`src/rtl/memory_stage_pkg.sv`:
```
// rtl/memory_stage_pkg.sv - shared widths and enums for the MEM stage slice
package memory_stage_pkg;

    localparam int DATA_W = 32;
    localparam int RSEL_W = 5;

    typedef logic [DATA_W-1:0] word_t;
    typedef logic [RSEL_W-1:0] regbits_t;

    // write-back source select, as muxed by write_back
    typedef enum logic [1:0] {ALUr, DLoad, Jal, Lui} regsel_t;

    // data-cache request progress for the instruction held in EX/MEM
    typedef enum logic [1:0] {IDLE, REQ, DONE} memstate_t;

endpackage

```
`src/rtl/memory_stage_if.sv`:
```
// rtl/memory_stage_if.sv - data-cache request/response bundle between MEM and dcache
interface memory_stage_if
    import memory_stage_pkg::*;
#(
    parameter int WORD_W = DATA_W
);
    logic              dmemREN;
    logic              dmemWEN;
    logic [WORD_W-1:0] dmemaddr;
    logic [WORD_W-1:0] dmemstore;
    logic              dhit;
    logic [WORD_W-1:0] dload;

    modport master (
        output dmemREN, dmemWEN, dmemaddr, dmemstore,
        input  dhit, dload
    );

    modport slave (
        input  dmemREN, dmemWEN, dmemaddr, dmemstore,
        output dhit, dload
    );
endinterface

```
`src/rtl/memory_stage_dmem_req_ctrl.sv`:
```
// rtl/memory_stage_dmem_req_ctrl.sv - data-cache request FSM, stall and advance generation
module dmem_req_ctrl
    import memory_stage_pkg::*;
(
    input  logic      CLK,
    input  logic      RST,
    input  logic      flush,
    input  logic      ihit,
    input  logic      halt,
    input  logic      ex_mem_op,
    input  logic      R_dREN,
    input  logic      R_dWEN,
    input  logic      dhit,
    output memstate_t state,
    output logic      advance,
    output logic      dmemREN,
    output logic      dmemWEN,
    output logic      mem_busy
);

    // dhit releases the stall in the same cycle so the next instruction can move in
    assign mem_busy = (state == REQ) & ~dhit;
    assign advance  = ihit & ~mem_busy & ~halt;

    // requests only in REQ, so a serviced store is never reissued while held in DONE
    assign dmemREN = (state == REQ) & R_dREN;
    assign dmemWEN = (state == REQ) & R_dWEN;

    // request state: flush drops any outstanding access, capture restarts it
    always_ff @(posedge CLK or posedge RST) begin
        if (RST) begin
            state <= IDLE;
        end else if (flush) begin
            state <= IDLE;
        end else if (advance) begin
            state <= ex_mem_op ? REQ : IDLE;
        end else if ((state == REQ) && dhit) begin
            state <= DONE;
        end
    end

endmodule

```
`src/rtl/memory_stage.sv`:
```
// rtl/memory_stage.sv - EX/MEM register and data-cache access stage (MEM_FWD_EN adds forwarding outputs)
module memory_stage
    import memory_stage_pkg::*;
#(
    parameter int WORD_W = DATA_W,
    parameter int REG_W  = RSEL_W
)(
    input  logic              CLK,
    input  logic              RST,
    input  logic              flush,
    input  logic              ihit,
    input  logic [WORD_W-1:0] ex_nPC,
    input  logic [WORD_W-1:0] ex_ALUOut,
    input  logic [WORD_W-1:0] ex_lui,
    input  logic [WORD_W-1:0] ex_store,
    input  regsel_t           ex_regSel,
    input  logic              ex_regWr,
    input  logic [REG_W-1:0]  ex_regDst,
    input  logic              ex_dREN,
    input  logic              ex_dWEN,
    input  logic              ex_halt,
    memory_stage_if.master    dif,
    output logic              mem_busy,
    output logic [WORD_W-1:0] nPC,
    output logic [WORD_W-1:0] ALUOut,
    output logic [WORD_W-1:0] lui,
    output logic [WORD_W-1:0] dmemload,
    output regsel_t           regSel,
    output logic              regWr,
    output logic [REG_W-1:0]  regDst,
`ifdef MEM_FWD_EN
    output logic              fwd_valid,
    output logic [REG_W-1:0]  fwd_reg,
    output logic [WORD_W-1:0] fwd_data,
`endif
    output logic              halt
);

    logic [WORD_W-1:0] R_nPC, R_ALUOut, R_lui, R_store, R_load;
    regsel_t           R_regSel;
    logic              R_regWr, R_dREN, R_dWEN;
    logic [REG_W-1:0]  R_regDst;
    memstate_t         state;
    logic              advance;

    dmem_req_ctrl u_ctrl (
        .CLK       (CLK),
        .RST       (RST),
        .flush     (flush),
        .ihit      (ihit),
        .halt      (halt),
        .ex_mem_op (ex_dREN | ex_dWEN),
        .R_dREN    (R_dREN),
        .R_dWEN    (R_dWEN),
        .dhit      (dif.dhit),
        .state     (state),
        .advance   (advance),
        .dmemREN   (dif.dmemREN),
        .dmemWEN   (dif.dmemWEN),
        .mem_busy  (mem_busy)
    );

    // EX/MEM register; flush kills the write and any pending access, halt freezes captures
    always_ff @(posedge CLK or posedge RST) begin
        if (RST) begin
            R_nPC    <= '0;
            R_ALUOut <= '0;
            R_lui    <= '0;
            R_store  <= '0;
            R_load   <= '0;
            R_regSel <= ALUr;
            R_regWr  <= 1'b0;
            R_regDst <= '0;
            R_dREN   <= 1'b0;
            R_dWEN   <= 1'b0;
            halt     <= 1'b0;
        end else if (flush) begin
            R_regWr  <= 1'b0;
            R_dREN   <= 1'b0;
            R_dWEN   <= 1'b0;
            R_regSel <= ALUr;
        end else begin
            if (advance) begin
                R_nPC    <= ex_nPC;
                R_ALUOut <= ex_ALUOut;
                R_lui    <= ex_lui;
                R_store  <= ex_store;
                R_regSel <= ex_regSel;
                R_regWr  <= ex_regWr;
                R_regDst <= ex_regDst;
                R_dREN   <= ex_dREN;
                R_dWEN   <= ex_dWEN;
                if (ex_halt) begin
                    halt <= 1'b1;
                end
            end
            if ((state == REQ) && dif.dhit && R_dREN) begin
                R_load <= dif.dload;
            end
        end
    end

    assign dif.dmemaddr  = R_ALUOut;
    assign dif.dmemstore = R_store;

    // load data is visible in the hit cycle, then held from R_load
    assign dmemload = ((state == REQ) && dif.dhit) ? dif.dload : R_load;

    assign nPC    = R_nPC;
    assign ALUOut = R_ALUOut;
    assign lui    = R_lui;
    assign regSel = R_regSel;
    assign regWr  = R_regWr;
    assign regDst = R_regDst;

`ifdef MEM_FWD_EN
    assign fwd_valid = R_regWr & ~mem_busy;
    assign fwd_reg   = R_regDst;

    // same source selection write_back applies
    always_comb begin
        fwd_data = R_ALUOut;
        case (R_regSel)
            DLoad:   fwd_data = dmemload;
            Jal:     fwd_data = R_nPC;
            Lui:     fwd_data = R_lui;
            default: fwd_data = R_ALUOut;
        endcase
    end
`endif

endmodule

```
`src/flat_wrapper.sv`:
```
// flat-port wrapper written by rule: the top's interface ports become plain ports
module memory_stage_flat import memory_stage_pkg::*;
#(
    parameter int WORD_W = DATA_W,
    parameter int REG_W  = RSEL_W
)
  (CLK, RST, flush, ihit, ex_nPC, ex_ALUOut, ex_lui, ex_store, ex_regSel, ex_regWr, ex_regDst, ex_dREN, ex_dWEN, ex_halt, mem_busy, nPC, ALUOut, lui, dmemload, regSel, regWr, regDst, halt, dif_dmemREN, dif_dmemWEN, dif_dmemaddr, dif_dmemstore, dif_dhit, dif_dload);
  memory_stage_if #(.WORD_W(WORD_W)) dif_i ();
  input  logic CLK;
  input  logic RST;
  input  logic flush;
  input  logic ihit;
  input  logic [WORD_W-1:0] ex_nPC;
  input  logic [WORD_W-1:0] ex_ALUOut;
  input  logic [WORD_W-1:0] ex_lui;
  input  logic [WORD_W-1:0] ex_store;
  input  regsel_t ex_regSel;
  input  logic ex_regWr;
  input  logic [REG_W-1:0] ex_regDst;
  input  logic ex_dREN;
  input  logic ex_dWEN;
  input  logic ex_halt;
  output logic mem_busy;
  output logic [WORD_W-1:0] nPC;
  output logic [WORD_W-1:0] ALUOut;
  output logic [WORD_W-1:0] lui;
  output logic [WORD_W-1:0] dmemload;
  output regsel_t regSel;
  output logic regWr;
  output logic [REG_W-1:0] regDst;
  output logic halt;
  output wire logic [$bits(dif_i.dmemREN)-1:0] dif_dmemREN;
  output wire logic [$bits(dif_i.dmemWEN)-1:0] dif_dmemWEN;
  output wire logic [$bits(dif_i.dmemaddr)-1:0] dif_dmemaddr;
  output wire logic [$bits(dif_i.dmemstore)-1:0] dif_dmemstore;
  input wire logic [$bits(dif_i.dhit)-1:0] dif_dhit;
  input wire logic [$bits(dif_i.dload)-1:0] dif_dload;
  assign dif_dmemREN = dif_i.dmemREN;
  assign dif_dmemWEN = dif_i.dmemWEN;
  assign dif_dmemaddr = dif_i.dmemaddr;
  assign dif_dmemstore = dif_i.dmemstore;
  assign dif_i.dhit = dif_dhit;
  assign dif_i.dload = dif_dload;
  memory_stage #(.WORD_W(WORD_W), .REG_W(REG_W)) u_core (.CLK(CLK), .RST(RST), .flush(flush), .ihit(ihit), .ex_nPC(ex_nPC), .ex_ALUOut(ex_ALUOut), .ex_lui(ex_lui), .ex_store(ex_store), .ex_regSel(ex_regSel), .ex_regWr(ex_regWr), .ex_regDst(ex_regDst), .ex_dREN(ex_dREN), .ex_dWEN(ex_dWEN), .ex_halt(ex_halt), .dif(dif_i), .mem_busy(mem_busy), .nPC(nPC), .ALUOut(ALUOut), .lui(lui), .dmemload(dmemload), .regSel(regSel), .regWr(regWr), .regDst(regDst), .halt(halt));
endmodule
```
`config.mk`:
```
export PLATFORM = sky130hd
export DESIGN_NAME = memory_stage_flat
export DESIGN_NICKNAME = d
export VERILOG_FILES = /design/src/rtl/memory_stage_pkg.sv /design/src/rtl/memory_stage_if.sv /design/src/rtl/memory_stage_dmem_req_ctrl.sv /design/src/rtl/memory_stage.sv /design/src/flat_wrapper.sv
export SDC_FILE = /design/constraint.sdc
export NUM_CORES = 1
export LEC_CHECK = 0
export ABC_AREA = 1
export BUFFER_PORTS_ARGS = -buffer_cell sky130_fd_sc_hd__clkbuf_2
export CAP_MARGIN = 10
export CORE_ASPECT_RATIO = 0.7
export CORE_MARGIN = 2
export CORE_UTILIZATION = 38
export DETAILED_ROUTE_END_ITERATION = 10
export GPL_TIMING_DRIVEN = 0
export PLACE_DENSITY = 0.65
export SLEW_MARGIN = 10
export SYNTH_ARGS = -nofsm -noshare
export SYNTH_HDL_FRONTEND = slang
export SYNTH_SLANG_ARGS = --single-unit
```
`constraint.sdc`:
```
create_clock -name CLK -period 15.2 [get_ports CLK]
set_clock_uncertainty 0.15 [all_clocks]
set_input_delay 2.28 -clock CLK [delete_from_list [all_inputs] [get_ports CLK]]
set_output_delay 2.28 -clock CLK [all_outputs]
set_load 0.02 [all_outputs]
```
### Yosys cells after proc, flatten, opt, wreduce, memory -nomap -nowiden

Cells that the tools add are included.

| storage, ports and cells | value |
|---|---|
| memory bits (read-only) | 0 |
| RAM bits | 0 |
| bits in registers | 173 |
| memories | 0 |
| latch bits | 0 |
| bits of input ports | 176 |
| output and inout bits | 204 |
| word-level logic and storage cells | 43 |

| operators by class | value |
|---|---|
| order comparisons | 0 |
| $mul | 0 |
| reduce and logical (&&, ||, !) cells | 7 |
| shift-type cells | 0 |
| $add $sub $neg | 0 |
| bitwise gates (word level) | 10 |
| divide/modulo/power cells | 0 |
| equal/unequal tests | 1 |
| multiplexer cells | 13 |

Operator list:

| operator | number |
|---|---|
| 32-bit 2-to-1 mux | 1 |
| 2-bit 2-to-1 mux | 5 |
| 1-bit 2-to-1 mux | 7 |
| 1-bit bitwise AND | 5 |
| 1-bit inverter | 4 |
| 2-bit AND reduction | 2 |
| 3-bit AND reduction | 1 |
| 3-bit nonzero test | 1 |
| 2-bit by 1-bit == test with 1-bit output (second input constant) | 1 |
| 1-bit logical AND | 2 |
| 2-bit nonzero test | 1 |
| 1-bit OR | 1 |

### Longest topological paths before layout

| logic depth | value |
|---|---|
| depth in word-level cells | 7 |
| mapped depth | 7 |
| gate-level depth less buffers | 6 |

### Cells and area by module

A second synthesis with hierarchy kept.

| unflattened totals | value |
|---|---|
| cells, all modules | 904 |
| area total of the unflattened synthesis | 7541.0 sq um |

Modules (own cells, without submodules):

| module | instances | cells each | area each (sq um) | seq. area each (sq um) |
|---|---|---|---|---|
| memory_stage | 1 | 880 | 7385.8 | 4279.1 |
| dmem_req_ctrl | 1 | 24 | 155.1 | 50.0 |

### Least setup slack after synthesis

No wires, ideal clock.

| timing | value |
|---|---|
| kind | input port to output port |
| start | input dif_dhit |
| end | output dmemload[31] |
| buffers on the path | 1 |
| cell stages on the path | 4 |
| arrival time | 3.064 ns |
| setup slack | 9.706 ns |
| cells stage by stage | nand3_1 > buf_4 > inv_2 > o21ai_0 |

| between the ends | value |
|---|---|
| cells in the longest elaborated chain, start to end | 2 |

Ends and longest elaborated chain:

| element | RTL line | RTL |
|---|---|---|
| start, declared | flat_wrapper.sv:36 | `input wire logic [$bits(dif_i.dhit)-1:0] dif_dhit;` |
| 1-bit logical AND | memory_stage.sv:107 | `assign dmemload = ((state == REQ) && dif.dhit) ? dif.dload : R_load;` |
| 32-bit 2-to-1 mux | memory_stage.sv:107 |  |
| end, declared | flat_wrapper.sv:27 | `output logic [WORD_W-1:0] dmemload;` |

Every way passes these cells.

### Worst setup path after layout

| timing | value |
|---|---|
| start | input dif_dhit |
| end | output dmemload[22] |

Same word-level chain as after synthesis.

==> metrics.txt <==
final WL=25860 µm; Critical Path Sink Type=output pin; Hold-fix buffers, CTS=0; post-route minimum period=5857 ps; ys async rst share=100.0%; CP Data Arrival Time=3430 ps; gpl congestion=0.8692; Die W=174.6 µm; Sum Neg Setup Slack=0 ps; f_max=0.1707 GHz; sequential share of the synthesized area=55.90%; global-route wire length before repair=39830 µm; synthesized area=7745 µm²; Clock Sinks=173; # Max-Cap Violations=0; routed len/inst=16.18 µm; dpl hpwl=19260 µm; crit path kind=input pin to output pin; Inserted Diodes=0; CTS tree=yes; Peak VDD IR=0.1181 mV; fin area=10610 µm²; Rel. slew slack=57.99%; DR iter-0 viols=544; Synth Area in Adders=0%; Die Y=123.4 µm; clk root buf=clkbuf_16; Synth Area in Compound Gates=2.229%; Final #Nets=1491; worst-path fanout max=10; CTS H-Tree Depth=4; Post-CTS Setup Bufs=0; mux share of post-synthesis cell area=0%; DRC violations left=0; vias=7792; post-detailed-route count of antenna-violating nets=0; Finish-stage setup viols=0; # fillers=1952; Leakage=0.006226 µW; Post-Place Cell Area=10010 µm²; number of global-route vias before repair=7395; Mapped Nets=1092; Worst-Margin Slew=630.1 ps; Post-synth EDFFs=0; layout cells sized above 1=37.12%; Synth Area in Simple Gates=33.52%; Area Overhead vs Synth=36.95%; initial antenna violation count=0; Pins Over Slew Limit=0; cts repair resizes=0; Port Buf Inserts=379; Startpoint Class=input pin; pin count of the biggest net entering global routing=113; num ports=380; clock tree buffer depth=2; predominant post-synthesis flop cell=dfrtp_1; Ys Warns=0; Period Utilization, post-route=38.54%; synthesized instance count=916; latest clock arrival within the worst-skew pair=420 ps; Final Hold Viols=0; vias per cell=4.876; RSZ-0062 raised after global routing=no; Yosys reg bits=173; Hold Path Depth=2; XOR/XNOR share of the synthesized area=0%; drt pass-1 iters=4; status=finished clean; GRT overflow=0; GR Util All Layers=23.93%; # rows=43; CTS Buf Count=17; total power=2086 µW; DIE AREA=21560 µm²; Worst-path clk slew=60 ps; R2R depth=5; Initial Util=38.91%; Yosys cell types=17; Power per Cell Area=196.6 nW/µm²; Hold/Removal Path Class=flip-flop to flip-flop; Core Footprint=19910 µm²; Critical Path RT=12770 ps; Post-Syn Area per Cell=8.455 µm²; largest family of logic cells by synthesized area=simple AND/OR/NAND/NOR gates
-- placed cells by master (no fill, tap or decap) --
master	netlist	final
clkbuf_8	0	1
buf_4	44	44
buf_2	28	28
inv_6	0	2
clkinvlp_4	0	2
clkbuf_2	0	379
nand3_2	2	2
inv_2	3	3
inv_8	0	5
o21bai_1	1	1
or2_2	1	1
clkbuf_1	29	29
o21ai_0	33	33
clkbuf_16	0	17
nand3_1	7	7
nand2_1	435	435
clkinv_4	0	3
nor2_1	4	4
clkinv_8	0	3
nor2_4	1	1
buf_1	7	7
dfrtp_1	173	173
buf_16	0	1
inv_1	8	7
nand4_1	139	139
nor2_2	1	1
-- cells by family (layout without fill, tap and decap cells) --
group / count (synthesis) / after routing
and+or+nand+nor: 590 / 590
AOI/OAI and AO/OA: 34 / 34
buffers and inverters: 119 / 531
DFF: 173 / 173
-- cell usage after synthesis, types with 3 or more instances --
cell | instances | area share (%)
nand2_1 | 435 | 21
dfrtp_1 | 173 | 56
nand4_1 | 139 | 11
buf_4 | 44 | 4.3
o21ai_0 | 33 | 2.1
clkbuf_1 | 29 | 1.4
buf_2 | 28 | 1.8
inv_1 | 8 | 0.39
buf_1 | 7 | 0.34
nand3_1 | 7 | 0.45
nor2_1 | 4 | 0.19
inv_2 | 3 | 0.15
-- path summary, 6_finish.rpt --
path	start	end	slack [ps]
max in group asynchronous	RST	u_core.lui[25]$_DFFE_PP0P_	12260
setup / recovery	dif_dhit	dmemload[22]	9340
hold / removal	u_core.dif.dmemstore[15]$_DFFE_PP0P_	u_core.dif.dmemstore[15]$_DFFE_PP0P_	320
min in group asynchronous	RST	u_core.R_load[15]$_DFFE_PP0P_	1710
setup reg to reg	u_core.halt$_DFFE_PP0P_	u_core.R_dREN$_DFFE_PP0P_	13400
hold reg to reg	u_core.dif.dmemstore[15]$_DFFE_PP0P_	u_core.dif.dmemstore[15]$_DFFE_PP0P_	320
-- layout make-up --
type | instances | area (µm²) | area share (%)
Multi-Input combinational cell | 624 | 2769 | 26.11
Clock inverter | 14 | 152.6 | 1.439
Clock buffer | 18 | 439.2 | 4.141
Inverter | 11 | 48.80 | 0.4601
Tap cell | 270 | 337.8 | 3.185
Buffer | 108 | 605.6 | 5.710
Sequential cell | 173 | 4329 | 40.82
Timing Repair Buffer | 380 | 1924 | 18.14
-- per-stage QoR --
step | utilization [%] | std cells | hold slack [ps] | worst slack [ps]
after global routing | 53.28 | 1598 | 342.5 | 9207
after CTS | 53.28 | 1598 | 324.0 | 9317
after floorplan | - | 916 | 314.6 | 8082
after global placement | 50.13 | 1565 | 302.7 | 5901
after detailed placement | 50.31 | 1566 | 307.3 | 9325
final | 53.28 | 1598 | 321.3 | 9343
-- registers in the layout (all words and copies together), names as in the netlist, 2 cells and up --
| register | flops |
|---|---|
| u_core.ALUOut | 32 |
| u_core.R_load | 32 |
| u_core.nPC | 32 |
| u_core.regSel | 2 |
| u_core.regDst | 5 |
| u_core.lui | 32 |
| u_core.u_ctrl.state | 2 |
| u_core.dif.dmemstore | 32 |
-- per-layer routing --
| metal | vias to the layer above | routed length [µm] | global-route usage, % |
|---|---|---|---|
| met3 | 28 | 1726 | 5.289 |
| met2 | 300 | 12100 | 38.96 |
| met4 | 0 | 407 | 6.406 |
| met5 | - | 0 | 0 |
| met1 | 3670 | 11630 | 32.64 |
| li1 | 3794 | - | - |
-- power breakdown --
part	switching, µW	internal, µW	total (µW)
Sequential	122	647	769
Combinational	578	304	882
Clock	211	224	435
-- worst max-delay path, cell delays in order --
cell and delay (ps):
clkbuf_2 90, nand3_1 90, buf_4 200, clkbuf_1 370, nand2_1 90, nand2_1 130, clkbuf_2 180
Power figures use the tool's default switching activity.
